===== config.mk =====
export PLATFORM = sky130hd
export DESIGN_NAME = instr_sequencer
export DESIGN_NICKNAME = d
export VERILOG_FILES = /design/src/rtl/instr_sequencer.sv
export SDC_FILE = /design/constraint.sdc
export NUM_CORES = 1
export LEC_CHECK = 0
export CAP_MARGIN = 20
export CORE_UTILIZATION = 51
export DETAILED_ROUTE_END_ITERATION = 12
export PLACE_DENSITY = 0.7
export SLEW_MARGIN = 40
export SYNTH_ARGS = -nofsm -noshare
export SYNTH_HDL_FRONTEND = slang
export SYNTH_SLANG_ARGS = --single-unit
export TNS_END_PERCENT = 50

===== constraint.sdc =====
create_clock -name clock -period 3.8 [get_ports clock]
set_input_delay 0.95 -clock clock [delete_from_list [all_inputs] [get_ports clock]]
set_output_delay 0.95 -clock clock [all_outputs]
set_load 0.05 [all_outputs]

===== src/rtl/instr_sequencer.sv =====
// Instruction program buffer with a replay sequencer: words are loaded while idle, then
// issued one at a time through the datapath and display handshakes.
module instr_sequencer #(
  parameter int DEPTH = 8
) (
  input  logic                       clock,
  input  logic                       reset,
  input  logic                       push,
  input  logic [17:0]                push_word,
  input  logic                       clear,
  input  logic                       start,
  input  logic                       abort,
  input  logic                       exec_ready,
  input  logic                       exec_done,
  input  logic                       lcd_ready,
  output logic [17:0]                instr_out,
  output logic                       exec_valid,
  output logic                       lcd_update,
  output logic [$clog2(DEPTH)-1:0]   pc,
  output logic [$clog2(DEPTH):0]     count,
  output logic                       busy,
  output logic                       full,
  output logic                       empty,
  output logic                       overflow,
  output logic                       done
);

  localparam int AW = $clog2(DEPTH);
  localparam logic [AW:0] FULL_COUNT = (AW+1)'(DEPTH);

  typedef enum logic [2:0] {
    IDLE,
    ISSUE,
    WAIT_EXEC,
    WAIT_LCD,
    NEXT
  } state_t;

  state_t       state;
  logic [17:0]  buffer [DEPTH];
  logic [AW-1:0] pc_inc;
  logic         last;
  logic         write_en;

  assign busy  = (state != IDLE);
  assign full  = (count == FULL_COUNT);
  assign empty = (count == '0);

  assign pc_inc = pc + 1'b1;
  assign last   = (({1'b0, pc} + 1'b1) == count);

  // Only accepted pushes write; a push against a full buffer leaves the last entry intact.
  assign write_en = reset && (state == IDLE) && push && !clear && !full;

  // NOTE: the buffer has no reset; its contents are only ever read below count, which does reset.
  always_ff @(posedge clock) begin
    if (write_en) begin
      buffer[count[AW-1:0]] <= push_word;
    end
  end

  // NOTE: all state and outputs are updated with non-blocking assignments so every read
  // in this block sees the pre-edge values, regardless of statement order.
  always_ff @(posedge clock) begin
    if (!reset) begin
      state      <= IDLE;
      count      <= '0;
      pc         <= '0;
      exec_valid <= 1'b0;
      lcd_update <= 1'b0;
      overflow   <= 1'b0;
      done       <= 1'b0;
      instr_out  <= '0;
    end else begin
      lcd_update <= 1'b0;
      done       <= 1'b0;
      if (state != IDLE && abort) begin
        state      <= IDLE;
        exec_valid <= 1'b0;
        pc         <= '0;
      end else begin
        case (state)
          IDLE: begin
            if (clear) begin
              count    <= '0;
              overflow <= 1'b0;
            end else if (push) begin
              if (!full) count <= count + 1'b1;
              else       overflow <= 1'b1;
            end
            // A start alongside clear would replay a buffer that is being emptied, so it is dropped.
            if (start && !abort && !clear && !empty) begin
              pc         <= '0;
              state      <= ISSUE;
              exec_valid <= 1'b1;
              instr_out  <= buffer[{AW{1'b0}}];
            end
          end
          ISSUE: begin
            if (exec_ready) begin
              state      <= WAIT_EXEC;
              exec_valid <= 1'b0;
            end
          end
          WAIT_EXEC: begin
            if (exec_done) state <= WAIT_LCD;
          end
          WAIT_LCD: begin
            if (lcd_ready) begin
              lcd_update <= 1'b1;
              state      <= NEXT;
            end
          end
          NEXT: begin
            if (last) begin
              state <= IDLE;
              done  <= 1'b1;
              pc    <= '0;
            end else begin
              pc         <= pc_inc;
              state      <= ISSUE;
              exec_valid <= 1'b1;
              instr_out  <= buffer[pc_inc];
            end
          end
          default: begin
            state      <= IDLE;
            exec_valid <= 1'b0;
            pc         <= '0;
          end
        endcase
      end
    end
  end

endmodule


# --- Word-level counts from Yosys, hierarchy flattened ---
# Memories as Yosys holds them, arrays and structs flattened.
# Cells that the tools add are included.
totals:
  word_cells: 85
  in_bits: 27
  output_inout_bits: 32
  mem_count: 1
  register_bits: 32
  ramBits: 144
mem_list:
  columns: ["name", "depth", "width", "read_ports", "rd_clocked_by_memory_dff", "write_ports", "line", "text"]
  rows:
  - ["buffer", 8, 18, 2, 0, 1, "40", "logic [17:0] buffer [DEPTH];"]
classes:
  reduce_logical: 29
  muxes: 26
  eq_ne: 12
  n_addsub: 3
  bitwise_logic: 6
ops:
  columns: ["operator", "n"]
  rows:
  - ["$mux W18", 2]
  - ["$pmux W18 S2", 1]
  - ["$reduce_and A4 Y1", 5]
  - ["$mux W3", 6]
  - ["$pmux W3 S5", 1]
  - ["$mux W4", 3]
  - ["$mux W1", 11]
  - ["$ne A2 B2 Y1 const B", 5]
  - ["$pmux W3 S3", 1]
  - ["$reduce_or A3 Y1", 3]
  - ["$logic_and A1 B1 Y1", 8]
  - ["$eq A3 B2 Y1 const B", 2]
  - ["$not A1 Y1", 6]
  - ["$reduce_bool A2 Y1", 3]
  - ["$add A3 B1 Y4 const B", 1]
  - ["$add A4 B1 Y4 const B", 1]
  - ["$eq A4 B4 Y1", 1]
  - ["$eq A4 B4 Y1 const B", 1]
  - ["$logic_not A1 Y1", 4]
  - ["$logic_not A4 Y1", 1]
  - ["$pmux W1 S4", 1]
  - ["$reduce_or A2 Y1", 2]
  - ["$add A3 B1 Y3 const B", 1]
  - ["$eq A3 B1 Y1 const B", 1]
  - ["5 further kinds", 5]

# --- Longest topological paths before layout ---
# Gate-level depths: netlist (run 1).
logic_depth:
  word_depth: 7
  ltp_mapped: 10
  depth_no_buf: 7

# --- Worst setup path before layout (run 1) ---
# No wires, ideal clock.
synth_path:
  path_kind: "register to register"
  start: "register count[0]"
  end: "memory buffer[4][0], enable pin"
  setup_slack_ns: -0.717
  required_ns: 3.354
  arrival_time_ns: 4.072
  stages_incl_launch_ff: 9
  period_less_slack_ns: 4.517
  path_buffers: 1
  setup_time_ns: 0.446
  path_cell_list: "dfxtp_1 buf_2 inv_1 ha_1 nand3b_1 inv_1 nor4b_2 nand2_1 nor4b_1"
synth_via:
  elab_chain_len: 5
synth_rtl:
  columns: ["element", "line", "text"]
  rows:
  - ["start, declared", "20", "output logic [$clog2(DEPTH):0] count,"]
  - ["start signal, assigned", "88", "if (!full) count <= count + 1'b1;"]
  - ["$eq A4 B4 Y1", "46", "assign full = (count == FULL_COUNT);"]
  - ["net full", "22", "output logic full,"]
  - ["$logic_not A1 Y1", null, null]
  - ["$logic_and A1 B1 Y1", "53", "assign write_en = reset && (state == IDLE) && push && !clear && !full;"]
  - ["$mux W1", "57", "if (write_en) begin"]
  - ["$mux W1 (implied by the code)", "58", "buffer[count[AW-1:0]] <= push_word;"]
  - ["end, declared", "40", null]
# The timed path passes the listed nets, and every way through them passes these cells.

# --- Final worst setup path (run 1) ---
layout_path:
  start: "register count[1]"
  end: "output port empty"
layout_via:
  elab_chain_len: 1
layout_rtl:
  columns: ["element", "line", "text"]
  rows:
  - ["$logic_not A4 Y1", "47", "assign empty = (count == '0);"]
  - ["end, declared", "23", "output logic empty,"]
# No other way between the ends.

==> run metrics, run 1 <==
Syn Inst Count 398; postcts setup bufs 0; CP Max Fanout 10; starting density of the core 53.0%; All-Layer GR Usage a little over a fifth; RSZ-0062 raised after global routing no; achievable clock frequency roughly 0.3 GHz; fin area 0.00844 mm2; post-CTS resize count 0; die footprint 0.0144 mm2; final core utilization 63.0%; worst-skew pair later-pin latency 0.43 ns; Post-synth EDFFs 144; H-tree depth 4; Sw Share between 20% and 30%; Setup CP Type flop to output pin; Seq pwr share 55.0%; Final Slew Violations 0; vias per cell 5.72; CP startpoint kind flop; Layout Cells excl Fill 652; #FFs+latches synth 176; clock-pin slew on the worst setup and hold paths 0.06 ns; Power Internal about 0.0030 W; WP data arrival 2.39 ns; max cap viols 0; die extent in x 120 um; Post-synth top flop edfxtp_1; hpwl dp 7980 um; post-place setup slack around 0.68 ns; first-pass GRT wire length 21700 um; drc violations 0; largest net degree at the start of global routing 41; fin crit period 3.34 ns; CTS tree done; post-synthesis simple-gate area fraction 5.25%; Synth top cells by count edfxtp_1 (144), mux4_2 (36), dfxtp_1 (32); Setup crit end kind output pin; post-synthesis cell type count 48; vias in the first global route 3935; Final Hold Fails 0; root buffer cell clkbuf_16; largest family of logic cells by synthesized area multiplexers; Final Cycle Share 87.9%; status finished clean; routed vias 3731; power per cell area 454 mW/mm2; CP max stage cell clkdlybuf4s50_1; clock buffer depth 2; Final Net Count 493; synthesized area 0.00710 mm2; Slew @ Worst Pin 0.605 ns; initial antenna violation count 0; # diodes 0; Peak VDD IR 0.339 mV; Yosys warnings 0; XOR/XNOR Fraction of Synth Area 1.20%; post-synthesis mux area share 14.3%; Net Count, Synth 428; area grow syn2layout 18.9%; Post-Route WL 13700 um; clock share of power 41.0%; synth top area cells edfxtp_1 (61%), mux4_2 (11%), dfxtp_1 (9.0%); Pleak 2.74 nW; max incr delay on CP about 0.86 ns; filler instances around 940; Core Footprint 0.0134 mm2; CTS sink count 176; CTS Hold Buffers Added 0; Logic pwr share 3.9%; Max-Slew Margin vs Limit 59.6%; Pre-Repair DR Iteration Count 4; area leader, netlist edfxtp_1; compound-cell area share of the yosys netlist 6.38%; top-area cell type share of the netlist area 60.9%; Placer Congestion 0.800; async set-reset flop share out of synthesis 0%; Die Span Y about 120 um; count of final setup violators 0; clk_skew 0.00811 ns; flop-to-flop setup slack ~0.95 ns; cell with the most instances after synthesis edfxtp_1; sequential area share after synthesis 69.9%; setup slack after layout approximately 0.46 ns; Ports 59; port buffer count 58; hold slack 0.461 ns; Switch Pwr roughly 0.00079 W; Antenna Nets Post-Route 0; total CTS buffers 17; DP Area 0.00791 mm2; GRT overflow 0; CP Cell Sequence inv_1, ha_1, nor3b_1, clkdlybuf4s50_1; Cells after DPL 620; DR iter-0 viols 310; # rows 42; share of layout cells above drive strength 1 22.7%; Avg WL per Cell between 20 and 25 um; Req. time, crit path approximately 2.9 ns; Post-Synth Adder-Cell Area 0.528%; Post-Syn Area per Cell 17.8 um2; Hold Crit Class flop to flop
[cells in the final DEF (no fill, tap or decap), drive strengths merged, types with 9 or more instances in the layout]
cell type	count
clkdlybuf4s50	57
clkbuf	20
nor2	9
edfxtp	144
o211ai	19
buf	14
o22a	18
dfxtp	32
mux4	36
mux2i	19
nand2	32
[stage by stage]
stage | power [W] | TNS (ns)
2_1_floorplan | 0.00223 | -20.04
4_1_cts | 0.00386 | 0
3_3_place_gp | 0.00230 | 0
6_report | 0.00384 | 0
3_5_place_dp | 0.00231 | 0
5_1_grt | 0.00395 | 0
[worst paths after layout]
check / from / to / cells after the start
setup / recovery: count[1] / empty / 4
hold reg to reg: instr_out[4] / instr_out[4] / 2
hold / removal: instr_out[4] / instr_out[4] / 2
setup reg to reg: count[1] / buffer[4][12] / 8
[sequential cells by signal, indices dropped and copies added (netlist names)]
register	count
buffer	144
instr_out	18
count	4
pc	3
state	3
done	1
exec_valid	1
lcd_update	1
overflow	1
[power groups by stage]
stage / Sequential (W) / Combinational [W] / Clock [W]
2_1_floorplan: 0.00217 / 0.0000535 / 0
3_3_place_gp: 0.00215 / 0.000149 / 0
3_5_place_dp: 0.00215 / 0.000153 / 0
4_1_cts: 0.00211 / 0.000153 / 0.00160
5_1_grt: 0.00211 / 0.000162 / 0.00168
6_report: 0.00211 / 0.000151 / 0.00157
[final cells by class]
cell class | count | area, um2 | share of cell area, %
Timing Repair Buffer | 71 | 689 | 8.17
Clock buffer | 20 | 437 | 5.17
Tap cell | 176 | 220 | 2.61
Inverter | 7 | 26.3 | 0.311
Clock inverter | 12 | 92.6 | 1.10
Multi-Input combinational cell | 190 | 2010 | 23.8
Sequential cell | 176 | 4970 | 58.8
[kinds of logic after synthesis]
group / count (synthesis)
compound gates: 52
xor+xnor: 8
fa+ha+maj: 3
buf+inv: 32
flops: 176
mux: 56
simple gates: 71
[per-layer routing]
metal / share of wire [%] / wire length, um / GRT usage [%] / up-vias
met3: 5.3 / 727 / 4.75 / 20
met5: 0 / 0 / 0 / -
li1: - / - / - / 1722
met4: 1.6 / 216 / 9.06 / 0
met1: 41 / 5610 / 27.1 / 1884
met2: 52 / 7170 / 34.5 / 105
[worst max-delay path: cells and delay by family, from the launching register on]
family / cells / cell delay (ns)
buffers and inverters: 2 / 1.06
adder cells (fa/ha/maj): 1 / 0.18
flip-flops: 1 / 0.45
AND/OR/NAND/NOR: 1 / 0.27
Power figures use the tool's default switching activity.
==> run 2, diff against run 1 <==
--- a/config.mk
+++ b/config.mk
@@ -7,9 +7,10 @@
 export LEC_CHECK = 0
 export CAP_MARGIN = 20
 export CORE_UTILIZATION = 51
+export CTS_BUF_LIST = sky130_fd_sc_hd__clkbuf_8
+export CTS_CLUSTER_DIAMETER = 60
 export DETAILED_ROUTE_END_ITERATION = 12
 export PLACE_DENSITY = 0.7
-export SLEW_MARGIN = 40
 export SYNTH_ARGS = -nofsm -noshare
 export SYNTH_HDL_FRONTEND = slang
 export SYNTH_SLANG_ARGS = --single-unit
==> run metrics, run 2 (synthesis gave the netlist of run 1 again) <==
die extent in x 120 um (unchanged); drc violations 0 (unchanged); status finished clean (unchanged); Slew @ Worst Pin 0.910 ns (was 0.605 ns); Hold Crit Class flop to flop (unchanged); Setup CP Type flop to output pin (unchanged); largest net degree at the start of global routing 41 (unchanged); Register Area 0.00497 mm2 (unchanged); # diodes 0 (unchanged); die footprint 0.0144 mm2 (unchanged); CP Cell Sequence inv_1, ha_1, nor3b_1, clkdlybuf4s50_1 (unchanged); worst-skew pair later-pin latency 0.44 ns (was 0.43 ns); power per cell area 409 mW/mm2 (was 454 mW/mm2); WL met3 595 um (was 727 um); Final Slew Violations 0 (unchanged); Pleak 2.66 nW (was 2.74 nW); filler instances 963 (was 939); GRT overflow 0 (unchanged); Cells after DPL 620 (unchanged); postcts setup bufs 0 (unchanged); Ports 59 (unchanged); Req. time, crit path 2.85 ns (about the same); Final Net Count 493 (unchanged); area grow syn2layout 16.0% (was 18.9%); met1 wire length 5810 um (was 5610 um); Layout Cells excl Fill 652 (unchanged); WP data arrival 2.42 ns (was 2.39 ns); vias in the first global route 3954 (was 3935); # rows 42 (unchanged); All-Layer GR Usage 21.0% (was 21.1%); routed vias 3799 (was 3731); port buffer count 58 (unchanged); Antenna Nets Post-Route 0 (unchanged); Final Cycle Share 88.7% (was 87.9%); max incr delay on CP 0.86 ns (about the same); fin crit period 3.37 ns (was 3.34 ns); total power draw 0.00338 W (was 0.00384 W); H-tree depth 4 (unchanged); CP max stage cell clkdlybuf4s50_1 (unchanged); hold slack 0.463 ns (was 0.461 ns); hpwl dp 7990 um (was 7980 um); CP startpoint kind flop (unchanged); Final Hold Fails 0 (unchanged); Max Used Layer met4 (unchanged); clock buffer depth 2 (unchanged); root buffer cell clkbuf_8 (was clkbuf_16); clock-pin slew on the worst setup and hold paths 0.08 ns (was 0.06 ns); clk_skew 0.00927 ns (was 0.00811 ns); Placer Congestion 0.800 (unchanged); vias per cell 5.83 (was 5.72); share of layout cells above drive strength 1 22.5% (was 22.7%); post-CTS resize count 0 (unchanged); Core Footprint 0.0134 mm2 (unchanged); fin area 0.00824 mm2 (was 0.00844 mm2); max FFs per register 144 (unchanged); CTS Hold Buffers Added 0 (unchanged); Post-Route WL 13600 um (was 13700 um); max cap viols 0 (unchanged); Max-Slew Margin vs Limit 39.2% (was 59.6%); DP Area 0.00791 mm2 (about the same); CTS tree done (unchanged); first-pass GRT wire length 21800 um (was 21700 um); Crit. Startpoint count[1] (unchanged); achievable clock frequency 0.297 GHz (was 0.299 GHz); Peak VDD IR 0.204 mV (was 0.339 mV); starting density of the core 53.0% (unchanged); CTS sink count 176 (unchanged); commonest non-fill, non-tap cell in the layout edfxtp_1 (unchanged); count of final setup violators 0 (unchanged); Die Span Y 120 um (unchanged); initial antenna violation count 0 (unchanged); R2R Path Start count[1] (unchanged); DR iter-0 viols 301 (was 310); flop-to-flop setup slack 0.92 ns (was 0.95 ns); Avg WL per Cell 20.8 um (was 21.0 um); Pre-Repair DR Iteration Count 4 (unchanged); final core utilization 61.5% (was 63.0%); CP Max Fanout 10 (unchanged); WL met2 6960 um (was 7170 um); footprint of the multi-input gates 0.00201 mm2 (about the same); Hold Crit Start instr_out[16] (was instr_out[4]); RSZ-0062 raised after global routing no (unchanged); total CTS buffers 17 (unchanged); Setup crit end kind output pin (unchanged); commonest non-fill, non-tap cells in the layout edfxtp_1 (144), clkdlybuf4s50_1 (57), mux4_2 (36), nand2_1 (31), dfxtp_1 (31) (was edfxtp_1 (144), clkdlybuf4s50_1 (57), mux4_2 (36), dfxtp_1 (31), nand2_1 (30))
## run 2: where the power goes
| group | switching (W) | leakage [nW] | internal [W] |
|---|---|---|---|
| combinational | 0.0000932 | 0.928 | 0.0000588 |
| clock | 0.000616 | 0.180 | 0.000500 |
| sequential | 0.0000111 | 1.56 | 0.00210 |
## run 2: cell type report
type                            count  area share, %
Sequential cell                   176           60.2
Multi-Input combinational cell    190           24.4
Timing Repair Buffer               71           8.32
Clock buffer                       17           2.84
Tap cell                          176           2.67
Clock inverter                     15           1.24
Inverter                            7          0.319
## run 2: worst max-delay path, delay by kind of cell, from the launching register on
family | cells | cell delay (ns)
simple gates | 1 | 0.27
buf+inv | 2 | 1.07
fa+ha+maj | 1 | 0.18
flops | 1 | 0.46
## run 2: worst paths after layout
path,to,depth (start not counted)
setup / recovery,empty,4
hold reg to reg,instr_out[16],2
hold / removal,instr_out[16],2
setup reg to reg,buffer[4][4],8
## run 2: stage by stage
step / setup slack [ns] / TNS, ns
4_1_cts: 0.404 / 0
2_1_floorplan: -0.504 / -20.04
6_report: 0.429 / 0
5_1_grt: 0.242 / 0
3_3_place_gp: 0.723 / 0
3_5_place_dp: 0.690 / 0
## run 2: metal layers
layer	GRT usage (%)	vias to the layer above
met5	0	-
met4	8.05	0
met3	4.13	17
met2	35.1	103
met1	27.0	1953
li1	-	1726
==> run 3, diff against run 2 <==
--- a/config.mk
+++ b/config.mk
@@ -10,7 +10,7 @@
 export CTS_BUF_LIST = sky130_fd_sc_hd__clkbuf_8
 export CTS_CLUSTER_DIAMETER = 60
 export DETAILED_ROUTE_END_ITERATION = 12
-export PLACE_DENSITY = 0.7
+export PLACE_DENSITY = 0.68
 export SYNTH_ARGS = -nofsm -noshare
 export SYNTH_HDL_FRONTEND = slang
 export SYNTH_SLANG_ARGS = --single-unit
==> constraint.sdc (replaced) <==
create_clock -name clock -period 3.4 [get_ports clock]
set_input_delay 0.85 -clock clock [delete_from_list [all_inputs] [get_ports clock]]
set_output_delay 0.85 -clock clock [all_outputs]
set_load 0.05 [all_outputs]
==> run metrics, run 3 (synthesis gave the netlist of run 1 again) <==
max incr delay on CP 0.86 ns (about the same); Switch Pwr 0.000823 W (was 0.000720 W); DR iter-0 viols 240 (was 301); max cap viols 0 (unchanged); flop-to-flop setup slack 0.60 ns (was 0.92 ns); fin crit period approximately 3.1 ns; root buffer cell clkbuf_8 (unchanged); Setup crit end kind output pin (unchanged); CP Max Fanout 3 (was 10); Seq pwr share 58.0% (was 62.4%); die extent in x 120 um (unchanged); CP startpoint kind flop (unchanged); clock buffer depth 2 (unchanged); Reg2Reg Depth 6 (was 8); DP Area 0.00796 mm2 (was 0.00791 mm2); starting density of the core 53.0% (unchanged); largest net degree at the start of global routing 41 (unchanged); Logic pwr share 4.3% (was 4.5%); area grow syn2layout 18.1% (was 16.0%); hpwl dp 8210 um (was 7990 um); worst-skew pair later-pin latency 0.45 ns (was 0.44 ns); share of layout cells above drive strength 1 23.9% (was 22.5%); CTS tree done (unchanged); Avg WL per Cell 21.4 um (was 20.8 um); clock-pin slew on the worst setup and hold paths 0.09 ns (was 0.08 ns); Req. time, crit path 2.55 ns (was 2.85 ns); total CTS buffers 17 (unchanged); port buffer count 58 (unchanged); All-Layer GR Usage 21.6% (was 21.0%); achievable clock frequency 0.317 GHz; Pleak 2.73 nW (was 2.66 nW); Antenna Nets Post-Route 0 (unchanged); power per cell area 484 mW/mm2 (was 409 mW/mm2); filler instances 964 (was 963); clk_skew 0.0115 ns (was 0.00927 ns); clock share of power 37.8% (was 33.1%); Final Slew Violations 0 (unchanged); die footprint 0.0144 mm2 (unchanged); Reg2Reg Capture Point buffer[4][3] (was buffer[4][4]); Setup CP Type flop to output pin (unchanged); Peak VDD IR 0.330 mV (was 0.204 mV); # rows 42 (unchanged); Post-Route WL 14000 um (was 13600 um); Placer Congestion 0.814 (was 0.800); Final Net Count 499 (was 493); final core utilization 62.6% (was 61.5%); Core Footprint 0.0134 mm2 (unchanged); CP max stage cell clkdlybuf4s50_1 (unchanged); count of final setup violators 0 (unchanged); WP data arrival 2.30 ns (was 2.42 ns); Sw Share 20.3% (was 21.3%); first-pass GRT wire length 22200 um (was 21800 um); CTS sink count 176 (unchanged); Layout Cells excl Fill 657 (was 652); Power Internal 0.00324 W (was 0.00266 W); commonest non-fill, non-tap cells in the layout edfxtp_1 (144), clkdlybuf4s50_1 (57), mux4_2 (36), nand2_1 (31), dfxtp_1 (30) (was edfxtp_1 (144), clkdlybuf4s50_1 (57), mux4_2 (36), nand2_1 (31), dfxtp_1 (31)); Final Hold Fails 0 (unchanged); setup slack after layout 0.250 ns (was 0.429 ns); GRT overflow 0 (unchanged); Final Cycle Share 92.6%; Fin Setup TNS 0 ns (unchanged); R2R Path Start count[2] (was count[1]); worst setup path end empty (unchanged); postcts setup bufs 0 (unchanged); Slew @ Worst Pin 0.939 ns (was 0.910 ns); status finished clean (unchanged); fin area 0.00839 mm2 (was 0.00824 mm2); vias in the first global route 3916 (was 3954); Ports 59 (unchanged); Cells after DPL 626 (was 620); routed vias 3804 (was 3799); Max-Slew Margin vs Limit 37.4% (was 39.2%); RSZ-0062 raised after global routing no (unchanged); Die Span Y 120 um (unchanged); drc violations 0 (unchanged); Pre-Repair DR Iteration Count 5 (was 4); vias per cell 5.79 (was 5.83); Crit. Startpoint count[1] (unchanged); CP Cell Sequence inv_1, ha_1, nor3b_1, clkdlybuf4s50_1 (unchanged); post-place setup slack 0.313 ns (was 0.690 ns); initial antenna violation count 0 (unchanged); Hold Crit Class flop to flop (unchanged); # diodes 0 (unchanged); commonest non-fill, non-tap cell in the layout edfxtp_1 (unchanged); max FFs per register 144 (unchanged); H-tree depth 4 (unchanged)
==> run 3: per-layer routing <==
metal / vias up / GRT usage (%) / routed length, um
li1: 1731 / - / -
met4: 0 / 9.14 / 289
met3: 26 / 5.61 / 875
met2: 126 / 33.6 / 6980
met1: 1921 / 28.8 / 5890
met5: - / 0 / 0
==> run 3: stage by stage <==
step	hold WS (ns)	power, W
global placement	0.445	0.00257
detailed placement	0.454	0.00258
CTS	0.466	0.00410
floorplan	0.548	0.00249
global route	0.482	0.00420
finish	0.462	0.00406
==> run 3: cell type report <==
class | count | area, um2 | area share (%)
sequential | 176 | 4970 | 59.2
multi-input combinational | 190 | 2030 | 24.2
timing repair buffer | 77 | 718 | 8.56
clock buffer | 19 | 262 | 3.12
tap | 176 | 220 | 2.63
clock inverter | 12 | 166 | 1.98
inverter | 7 | 26.3 | 0.313
==> run 3: worst min-delay path by stage <==
stage | start | end | slack, ns | cells after the start
3_3_place_gp | instr_out[10] | instr_out[10] | 0.44 | 2
6_report | instr_out[0] | instr_out[0] | 0.46 | 2
4_1_cts | instr_out[17] | instr_out[17] | 0.47 | 2
2_1_floorplan | buffer[0][0] | instr_out[0] | 0.55 | 2
3_5_place_dp | instr_out[17] | instr_out[17] | 0.45 | 2
5_1_grt | instr_out[0] | instr_out[0] | 0.48 | 2
==> run 3: what timing repair did <==
action,CTS,global route
gates resized for setup,0,1
setup endpoints to repair,0,2
hold buffers,0,0
==> run 3: power by group through the flow <==
stage / Clock, W / Sequential [W] / Combinational [W]
finish: 0.00153 / 0.00236 / 0.000173
global placement: 0 / 0.00240 / 0.000170
global route: 0.00165 / 0.00236 / 0.000185
floorplan: 0 / 0.00243 / 0.0000604
detailed placement: 0 / 0.00241 / 0.000174
CTS: 0.00157 / 0.00236 / 0.000175
==> run 3: critical path: cells and delay by family, from the launching register on <==
kind | cells | cell delay (ns)
buffers and inverters | 2 | 1.05
DFF | 1 | 0.32
adders and majority gates | 1 | 0.21
and+or+nand+nor | 1 | 0.28
